===== src/rtl/mem_access_ctrl_pkg.sv =====
// Shared encodings for the MEM-stage data-RAM initiator: RAM command bus,
// RV32I load/store funct3 codes, FSM states and access-size helpers.
package mem_access_ctrl_pkg;

  typedef enum logic [1:0] {
    MEM_IDLE  = 2'd0,
    MEM_READ  = 2'd1,
    MEM_WRITE = 2'd2
  } mem_cmd_e;

  typedef enum logic [2:0] {
    ST_IDLE  = 3'd0,
    ST_RD_LO = 3'd1,
    ST_RD_HI = 3'd2,
    ST_WR_LO = 3'd3,
    ST_WR_HI = 3'd4,
    ST_RESP  = 3'd5
  } state_e;

  localparam logic [2:0] F3_B  = 3'b000;
  localparam logic [2:0] F3_H  = 3'b001;
  localparam logic [2:0] F3_W  = 3'b010;
  localparam logic [2:0] F3_BU = 3'b100;
  localparam logic [2:0] F3_HU = 3'b101;

  // Access size in bytes; 0 marks an encoding that is not a legal load/store.
  function automatic logic [2:0] op_size(input logic is_load, input logic [2:0] funct3);
    case (funct3)
      F3_B:    op_size = 3'd1;
      F3_H:    op_size = 3'd2;
      F3_W:    op_size = 3'd4;
      F3_BU:   op_size = is_load ? 3'd1 : 3'd0;
      F3_HU:   op_size = is_load ? 3'd2 : 3'd0;
      default: op_size = 3'd0;
    endcase
  endfunction

  function automatic logic crosses_word(input logic [1:0] lane, input logic [2:0] size);
    crosses_word = ({2'b00, lane} + {1'b0, size}) > 4'd4;
  endfunction

endpackage


===== src/rtl/mem_access_ctrl_lsu_lane_align.sv =====
// Byte-lane steering between a {hi,lo} word pair and the core: load extract
// with sign/zero extension, and store merge of rs2 into the captured words.
module lsu_lane_align
  import mem_access_ctrl_pkg::*;
#(
  parameter int DATA_W = 32
) (
  input  logic [DATA_W-1:0] lo_i,
  input  logic [DATA_W-1:0] hi_i,
  input  logic [1:0]        lane_i,
  input  logic [2:0]        funct3_i,
  input  logic [DATA_W-1:0] wdata_i,
  output logic [DATA_W-1:0] ld_data_o,
  output logic [DATA_W-1:0] st_lo_o,
  output logic [DATA_W-1:0] st_hi_o
);

  logic [2*DATA_W-1:0] pair;
  logic [2*DATA_W-1:0] data_sh;
  logic [2*DATA_W-1:0] mask_sh;
  logic [2*DATA_W-1:0] merged;
  logic [DATA_W-1:0]   view;
  logic [DATA_W-1:0]   mask;
  logic [5:0]          shamt;

  assign pair  = {hi_i, lo_i};
  assign shamt = {1'b0, lane_i, 3'b000};
  assign view  = pair[shamt +: DATA_W];

  always_comb begin
    ld_data_o = '0;
    case (funct3_i)
      F3_B:    ld_data_o = {{(DATA_W-8){view[7]}}, view[7:0]};
      F3_H:    ld_data_o = {{(DATA_W-16){view[15]}}, view[15:0]};
      F3_W:    ld_data_o = view;
      F3_BU:   ld_data_o = {{(DATA_W-8){1'b0}}, view[7:0]};
      F3_HU:   ld_data_o = {{(DATA_W-16){1'b0}}, view[15:0]};
      default: ld_data_o = '0;
    endcase
  end

  // Store sizes share funct3[1:0] with the load sizes.
  always_comb begin
    mask = '0;
    case (funct3_i[1:0])
      2'b00:   mask[7:0]  = '1;
      2'b01:   mask[15:0] = '1;
      2'b10:   mask       = '1;
      default: mask       = '0;
    endcase
  end

  assign data_sh = {{DATA_W{1'b0}}, wdata_i} << shamt;
  assign mask_sh = {{DATA_W{1'b0}}, mask} << shamt;
  assign merged  = (pair & ~mask_sh) | (data_sh & mask_sh);
  assign st_lo_o = merged[DATA_W-1:0];
  assign st_hi_o = merged[2*DATA_W-1:DATA_W];

endmodule


===== src/rtl/mem_access_ctrl.sv =====
// MEM-stage initiator for the word-granular data RAM: turns sub-word and
// word-crossing loads/stores into word read-modify-write sequences.
module mem_access_ctrl
  import mem_access_ctrl_pkg::*;
#(
  parameter int DATA_W      = 32,
  parameter int ADDR_W      = 32,
  parameter bit MISALIGN_EN = 1'b1
) (
  input  logic              clk_i,
  input  logic              rst_i,
  input  logic              op_valid_i,
  input  logic              op_load_i,
  input  logic [2:0]        op_funct3_i,
  input  logic [ADDR_W-1:0] op_addr_i,
  input  logic [DATA_W-1:0] op_wdata_i,
  output logic              stall_o,
  output logic              ld_valid_o,
  output logic [DATA_W-1:0] ld_data_o,
  output logic              misalign_err_o,
  output logic [1:0]        mem_ctrl_o,
  output logic [ADDR_W-1:0] mem_addr_o,
  output logic [DATA_W-1:0] mem_wdata_o,
  input  logic [DATA_W-1:0] mem_rdata_i,
  input  logic              mem_rvalid_i
);

  state_e              state_q, state_d;
  logic                load_q, load_d;
  logic [2:0]          funct3_q, funct3_d;
  logic [ADDR_W-1:0]   addr_q, addr_d;
  logic [DATA_W-1:0]   wdata_q, wdata_d;
  logic [DATA_W-1:0]   lo_q, lo_d;
  logic [DATA_W-1:0]   hi_q, hi_d;
  logic                err_q, err_d;
  logic [DATA_W-1:0]   ld_data_q, ld_data_d;

  mem_cmd_e            cmd;
  logic [2:0]          in_size;
  logic                in_cross;
  logic                q_cross;
  logic [ADDR_W-3:0]   word_lo, word_hi;
  logic [DATA_W-1:0]   lo_view, hi_view;
  logic [DATA_W-1:0]   ld_ext, st_lo, st_hi;

  assign in_size  = op_size(op_load_i, op_funct3_i);
  assign in_cross = crosses_word(op_addr_i[1:0], in_size);
  assign q_cross  = crosses_word(addr_q[1:0], op_size(load_q, funct3_q));
  assign word_lo  = addr_q[ADDR_W-1:2];
  assign word_hi  = word_lo + 1'b1;

  // Read data is extracted in the cycle it arrives, so bypass the capture registers.
  assign lo_view = (state_q == ST_RD_LO) ? mem_rdata_i : lo_q;
  assign hi_view = (state_q == ST_RD_HI) ? mem_rdata_i : hi_q;

  lsu_lane_align #(.DATA_W(DATA_W)) u_align (
    .lo_i      (lo_view),
    .hi_i      (hi_view),
    .lane_i    (addr_q[1:0]),
    .funct3_i  (funct3_q),
    .wdata_i   (wdata_q),
    .ld_data_o (ld_ext),
    .st_lo_o   (st_lo),
    .st_hi_o   (st_hi)
  );

  always_comb begin
    state_d        = state_q;
    load_d         = load_q;
    funct3_d       = funct3_q;
    addr_d         = addr_q;
    wdata_d        = wdata_q;
    lo_d           = lo_q;
    hi_d           = hi_q;
    err_d          = err_q;
    ld_data_d      = ld_data_q;
    cmd            = MEM_IDLE;
    stall_o        = 1'b0;
    ld_valid_o     = 1'b0;
    misalign_err_o = 1'b0;
    mem_addr_o     = '0;
    mem_wdata_o    = '0;
    case (state_q)
      ST_IDLE: begin
        if (op_valid_i) begin
          stall_o  = 1'b1;
          load_d   = op_load_i;
          funct3_d = op_funct3_i;
          addr_d   = op_addr_i;
          wdata_d  = op_wdata_i;
          err_d    = 1'b0;
          if (in_size == 3'd0) begin
            state_d = ST_RESP;
            if (op_load_i) ld_data_d = '0;
          end else if (in_cross && !MISALIGN_EN) begin
            err_d   = 1'b1;
            state_d = ST_RESP;
          end else if (!op_load_i && in_size == 3'd4 && !in_cross) begin
            state_d = ST_WR_LO;
          end else begin
            state_d = ST_RD_LO;
          end
        end
      end
      ST_RD_LO: begin
        stall_o    = 1'b1;
        cmd        = MEM_READ;
        mem_addr_o = {2'b00, word_lo};
        if (mem_rvalid_i) begin
          lo_d = mem_rdata_i;
          if (q_cross) begin
            state_d = ST_RD_HI;
          end else if (!load_q) begin
            state_d = ST_WR_LO;
          end else begin
            state_d   = ST_RESP;
            ld_data_d = ld_ext;
          end
        end
      end
      ST_RD_HI: begin
        stall_o    = 1'b1;
        cmd        = MEM_READ;
        mem_addr_o = {2'b00, word_hi};
        if (mem_rvalid_i) begin
          hi_d = mem_rdata_i;
          if (!load_q) begin
            state_d = ST_WR_LO;
          end else begin
            state_d   = ST_RESP;
            ld_data_d = ld_ext;
          end
        end
      end
      ST_WR_LO: begin
        stall_o     = 1'b1;
        cmd         = MEM_WRITE;
        mem_addr_o  = {2'b00, word_lo};
        mem_wdata_o = st_lo;
        state_d     = q_cross ? ST_WR_HI : ST_RESP;
      end
      ST_WR_HI: begin
        stall_o     = 1'b1;
        cmd         = MEM_WRITE;
        mem_addr_o  = {2'b00, word_hi};
        mem_wdata_o = st_hi;
        state_d     = ST_RESP;
      end
      ST_RESP: begin
        ld_valid_o     = load_q && !err_q;
        misalign_err_o = err_q;
        state_d        = ST_IDLE;
      end
      default: state_d = ST_IDLE;
    endcase
  end

  always_ff @(posedge clk_i) begin
    if (rst_i) begin
      state_q   <= ST_IDLE;
      load_q    <= 1'b0;
      funct3_q  <= '0;
      addr_q    <= '0;
      wdata_q   <= '0;
      lo_q      <= '0;
      hi_q      <= '0;
      err_q     <= 1'b0;
      ld_data_q <= '0;
    end else begin
      state_q   <= state_d;
      load_q    <= load_d;
      funct3_q  <= funct3_d;
      addr_q    <= addr_d;
      wdata_q   <= wdata_d;
      lo_q      <= lo_d;
      hi_q      <= hi_d;
      err_q     <= err_d;
      ld_data_q <= ld_data_d;
    end
  end

  assign mem_ctrl_o = cmd;
  assign ld_data_o  = ld_data_q;

endmodule


===== config.mk =====
export PLATFORM = sky130hd
export DESIGN_NAME = mem_access_ctrl
export DESIGN_NICKNAME = d
export VERILOG_FILES = /design/src/rtl/mem_access_ctrl_pkg.sv /design/src/rtl/mem_access_ctrl_lsu_lane_align.sv /design/src/rtl/mem_access_ctrl.sv
export SDC_FILE = /design/constraint.sdc
export NUM_CORES = 1
export LEC_CHECK = 0
export CAP_MARGIN = 20
export CORE_AREA = 2 2 143 145
export CTS_CLUSTER_DIAMETER = 200
export DETAILED_ROUTE_END_ITERATION = 8
export DIE_AREA = 0 0 145 147
export GPL_TIMING_DRIVEN = 0
export PLACE_DENSITY = 0.83
export SETUP_SLACK_MARGIN = 0.3
export SLEW_MARGIN = 20
export SYNTH_ARGS = -nofsm -noshare
export SYNTH_HDL_FRONTEND = slang
export SYNTH_SLANG_ARGS = --single-unit
export TNS_END_PERCENT = 5

===== constraint.sdc =====
create_clock -name clk_i -period 3.9 [get_ports clk_i]
set_clock_uncertainty 0.2 [all_clocks]
set_input_delay 0.78 -clock clk_i [delete_from_list [all_inputs] [get_ports clk_i]]
set_output_delay 0.78 -clock clk_i [all_outputs]
set_load 0.005 [all_outputs]

==> reports/qor.csv <==
stage,metric,value,unit
run_status,status,finished clean,
detailed_routing,detailed-route wire length per cell,23.6,um
worst_setup_path,cells along the critical path,nor3b_4 -> buf_6 -> mux2i_1 -> mux2_2 -> o22ai_2 -> clkdlybuf4s50_1,
clock_network,clock sink count,167,
layout,Layout area overhead,36.4,%
clock_network,CTS tree,yes,
layout,fin nets,1706,
detailed_routing,Top Metal Used,met4,
clock_network,Worst-Skew Late Latency,0.45,ns
yosys,Ys Warns,0,
detailed_routing,wire length on met1,16600,um
detailed_routing,Final ANT Viol Nets,0,
sta,Setup WS post-layout,0.0724,ns
grt,GRT overflow,0,
yosys,Synth area leaders,"dfxtp_1, nand2_1, a21oi_1",
worst_setup_path,crit path DAT,2.85,ns
worst_setup_path,CP max stage delay,0.66,ns
sta,Setup TNS Final,0,ns
clock_network,hold_buf cts,0,
clock_network,total CTS buffers,17,
yosys,post-synth top area cell,dfxtp_1,
worst_setup_path,crit start category,flop,
sta,crit share post-route,98.1,%
detailed_routing,1st-pass router iterations,8,
detailed_routing,routed wl met2,19600,um
yosys,synthesized area,10400,sq um
die,Starting Density,52.3,%
die,die area,21300,sq um
sta,Slew @ Worst Pin,0.973,ns
yosys,Yosys top cell area share,32.2,%
layout,Multi-input gate area,6930,sq um
detailed_routing,met3 wire length,5390,um
sta,fin. max-slew vios,0,
detailed_routing,routed via count,12100,
placed_design,Final HPWL DP,33300,um
sta,Highest Clock Rate,0.261,GHz
power,worst vdd ir,421,uV
die,Std-Cell Rows,52,
layout,Finished Cell Area,14100,sq um
layout,Reg area,3360,sq um
yosys,Mapped Cells,1362,
clock_network,"CTS clk-pin slew, worst paths",0.07,ns
sta,final hold viol count,0,
yosys,unique cell type count in the Yosys netlist,60,
detailed_routing,vias per cell,6.47,
placed_design,Area after DPL,12700,sq um
layout,Fillers,1614,
worst_setup_path,Setup Crit Path Kind,flop to primary output,
yosys,register area share after synthesis,32.2,%
placed_design,DP Worst Slack,-0.597,ns
die,Core ar.,19800,sq um
die,die height,147,um
placed_design,count of buffers from port buffering,199,
power,Pleak,4.68,nW
power,Power Dens Cells,583,nW/um^2
worst_setup_path,critical path's slowest cell,mux2i_1,
yosys,Post-synth EDFFs,0,
grt,initial antenna violation count,0,
detailed_routing,final wirelength,44300,um
die,die width,145,um
sta,RSZ-0062 raised after global routing,yes,
worst_setup_path,Worst Setup End Kind,primary output,
sta,Final setup viols,0,
clock_network,Root Buffer,clkbuf_16,
layout,fin util,71.3,%
yosys,Yosys reg bits,167,
die,IO Count,205,
worst_setup_path,worst path required time,2.92,ns
yosys,most used flip-flop cell after synthesis,dfxtp_1,
grt,GR Util All Layers,40.1,%
grt,vias in the first global route,11300,
layout,layout cell share with drive strength beyond 1,13.4,%
min_path,HP Class,flop to flop,
yosys,Synth async-reset ratio,0,%
grt,pin count of the biggest net entering global routing,17,
yosys,Syn Area/Cell,7.61,sq um
worst_setup_path,CP Max Fanout,10,
sta,min cycle time layout,3.83,ns
flow_run,max-cap check violation count,0,
clock_network,Longest Clk Path Bufs,2,
detailed_routing,DRC,0,
clock_network,CTS H-tree depth,4,
sta,Slew HR,34.8,%
grt,first-pass GRT wire length,65900,um
placed_design,Placer Congestion,1.05,
detailed_routing,DR iter-0 viols,1731,
==> cells in the final DEF, fill, tap and decap left out, drive strengths merged, types with 4 or more instances in the layout <==
cell type	netlist	routed
mux2i	74	74
ha	9	9
o211ai	31	31
a211oi	37	37
o21ai	57	57
nand2b	4	4
buf	26	39
a21o	4	4
nand4	7	7
a22oi	8	8
nor3	13	13
dfxtp	167	167
mux2	26	26
nand3	13	13
and2	12	12
o22ai	44	44
a22o	9	9
o221ai	5	5
o2111ai	17	17
a221oi	16	16
and3	9	9
clkdlybuf4s50	0	195
nor2b	8	8
or3	5	5
nand2	332	332
clkinv	2	5
clkinvlp	0	4
a21oi	183	183
nor2	32	32
nor4	4	4
nor4bb	14	14
a31oi	9	9
clkbuf	99	113
nor3b	4	4
xor2	5	5
inv	25	31
mux4	17	17
==> flip-flops by register name (all words and copies together), names as in the netlist <==
| signal | cells |
|---|---|
| ld_data_o | 32 |
| load_q | 1 |
| lo_q | 32 |
| state_q | 3 |
| wdata_q | 32 |
| hi_q | 32 |
| addr_q | 32 |
| funct3_q | 3 |
==> path summary, 6_finish.rpt <==
check	startpoint	to	slack, ns	cells after the start
setup / recovery	state_q[1]	mem_wdata_o[15]	0.07	6
hold / removal	hi_q[22]	hi_q[22]	0.26	2
setup reg to reg	funct3_q[1]	ld_data_o[27]	0.52	11
hold reg to reg	hi_q[22]	hi_q[22]	0.26	2
==> layer usage <==
metal | global-route usage, % | vias up
met1 | 50.8 | 5577
met4 | 22.7 | 0
li1 | - | 5413
met2 | 63.6 | 952
met3 | 8.76 | 189
met5 | 0 | -
==> logic make-up after synthesis <==
family	synth area share, %
AOI/OAI and AO/OA	26.2
xor gates and xnor gates	0.676
adders and majority gates	1.47
buffers and inverters	5.78
DFF	32.2
muxes	13.7
other	0.0362
and+or+nand+nor	19.9
==> worst max-delay path, delay by kind of cell, from the launching register on <==
family,cells,cell delay (ns)
and+or+nand+nor,1,0.28
AOI/OAI and AO/OA,1,0.10
buffers and inverters,2,0.68
DFF,1,0.38
muxes,2,0.96
==> timing repair <==
| item | 4_1_cts | 5_1_grt |
|---|---|---|
| cloned | 0 | 0 |
| buffers inserted | 9 | 0 |
| pin swaps | 8 | 4 |
| hold endpoints to repair | 0 | 0 |
| gates resized for setup | 194 | 29 |
| setup endpoints to repair | 74 | 73 |
==> through the flow <==
stage,std cells,power (mW),hold WS [ns]
final,1875,8.25,0.256
after detailed placement,1833,5.88,0.247
after floorplan,1364,4.52,0.236
after global placement,1833,5.83,0.241
after CTS,1874,7.99,0.257
after global routing,1874,8.55,0.272
==> synthesized netlist by cell type (3+ instances only) <==
master and instances:
o31ai_1 3, o2111ai_1 17, o22ai_1 44, nor2_1 32, and3_1 9, a21o_1 4
o41ai_1 3, nor4bb_1 14, xor2_1 5, nand4_1 7, a211oi_1 37, a22oi_1 8
nand2b_1 4, ha_1 9, buf_2 8, mux2i_1 74, nor4_1 4, inv_1 25
nand2_1 332, and2_1 12, o221ai_1 5, nor2b_1 8, a21oi_1 183, o211ai_1 31
mux2_2 26, dfxtp_1 167, nand3_1 13, buf_4 3, a221oi_1 16, mux4_2 17
nor3_1 12, o21ai_0 55, a22o_1 9, buf_1 14, nor3b_1 4, a31oi_1 9
a2111oi_0 3, or3_1 5, xnor2_1 3, clkbuf_1 99
==> where the power goes <==
group | leakage, nW | total [mW] | internal [mW] | switching (mW)
logic | 3.05 | 4.24 | 1.62 | 2.62
registers | 1.36 | 2.30 | 1.97 | 0.331
clock network | 0.274 | 1.71 | 0.911 | 0.801
total | 4.68 | 8.25 | 4.50 | 3.75
==> cell type report <==
| type | count | area share, % |
|---|---|---|
| Tap cell | 270 | 2.39 |
| Sequential cell | 167 | 23.8 |
| Clock buffer | 18 | 3.11 |
| Multi-Input combinational cell | 1045 | 49.0 |
| Antenna cell | 1 | 0.0177 |
| Clock inverter | 14 | 0.964 |
| Buffer | 125 | 5.20 |
| Timing Repair Buffer | 208 | 14.8 |
| Inverter | 27 | 0.717 |
Power figures use the tool's default switching activity.
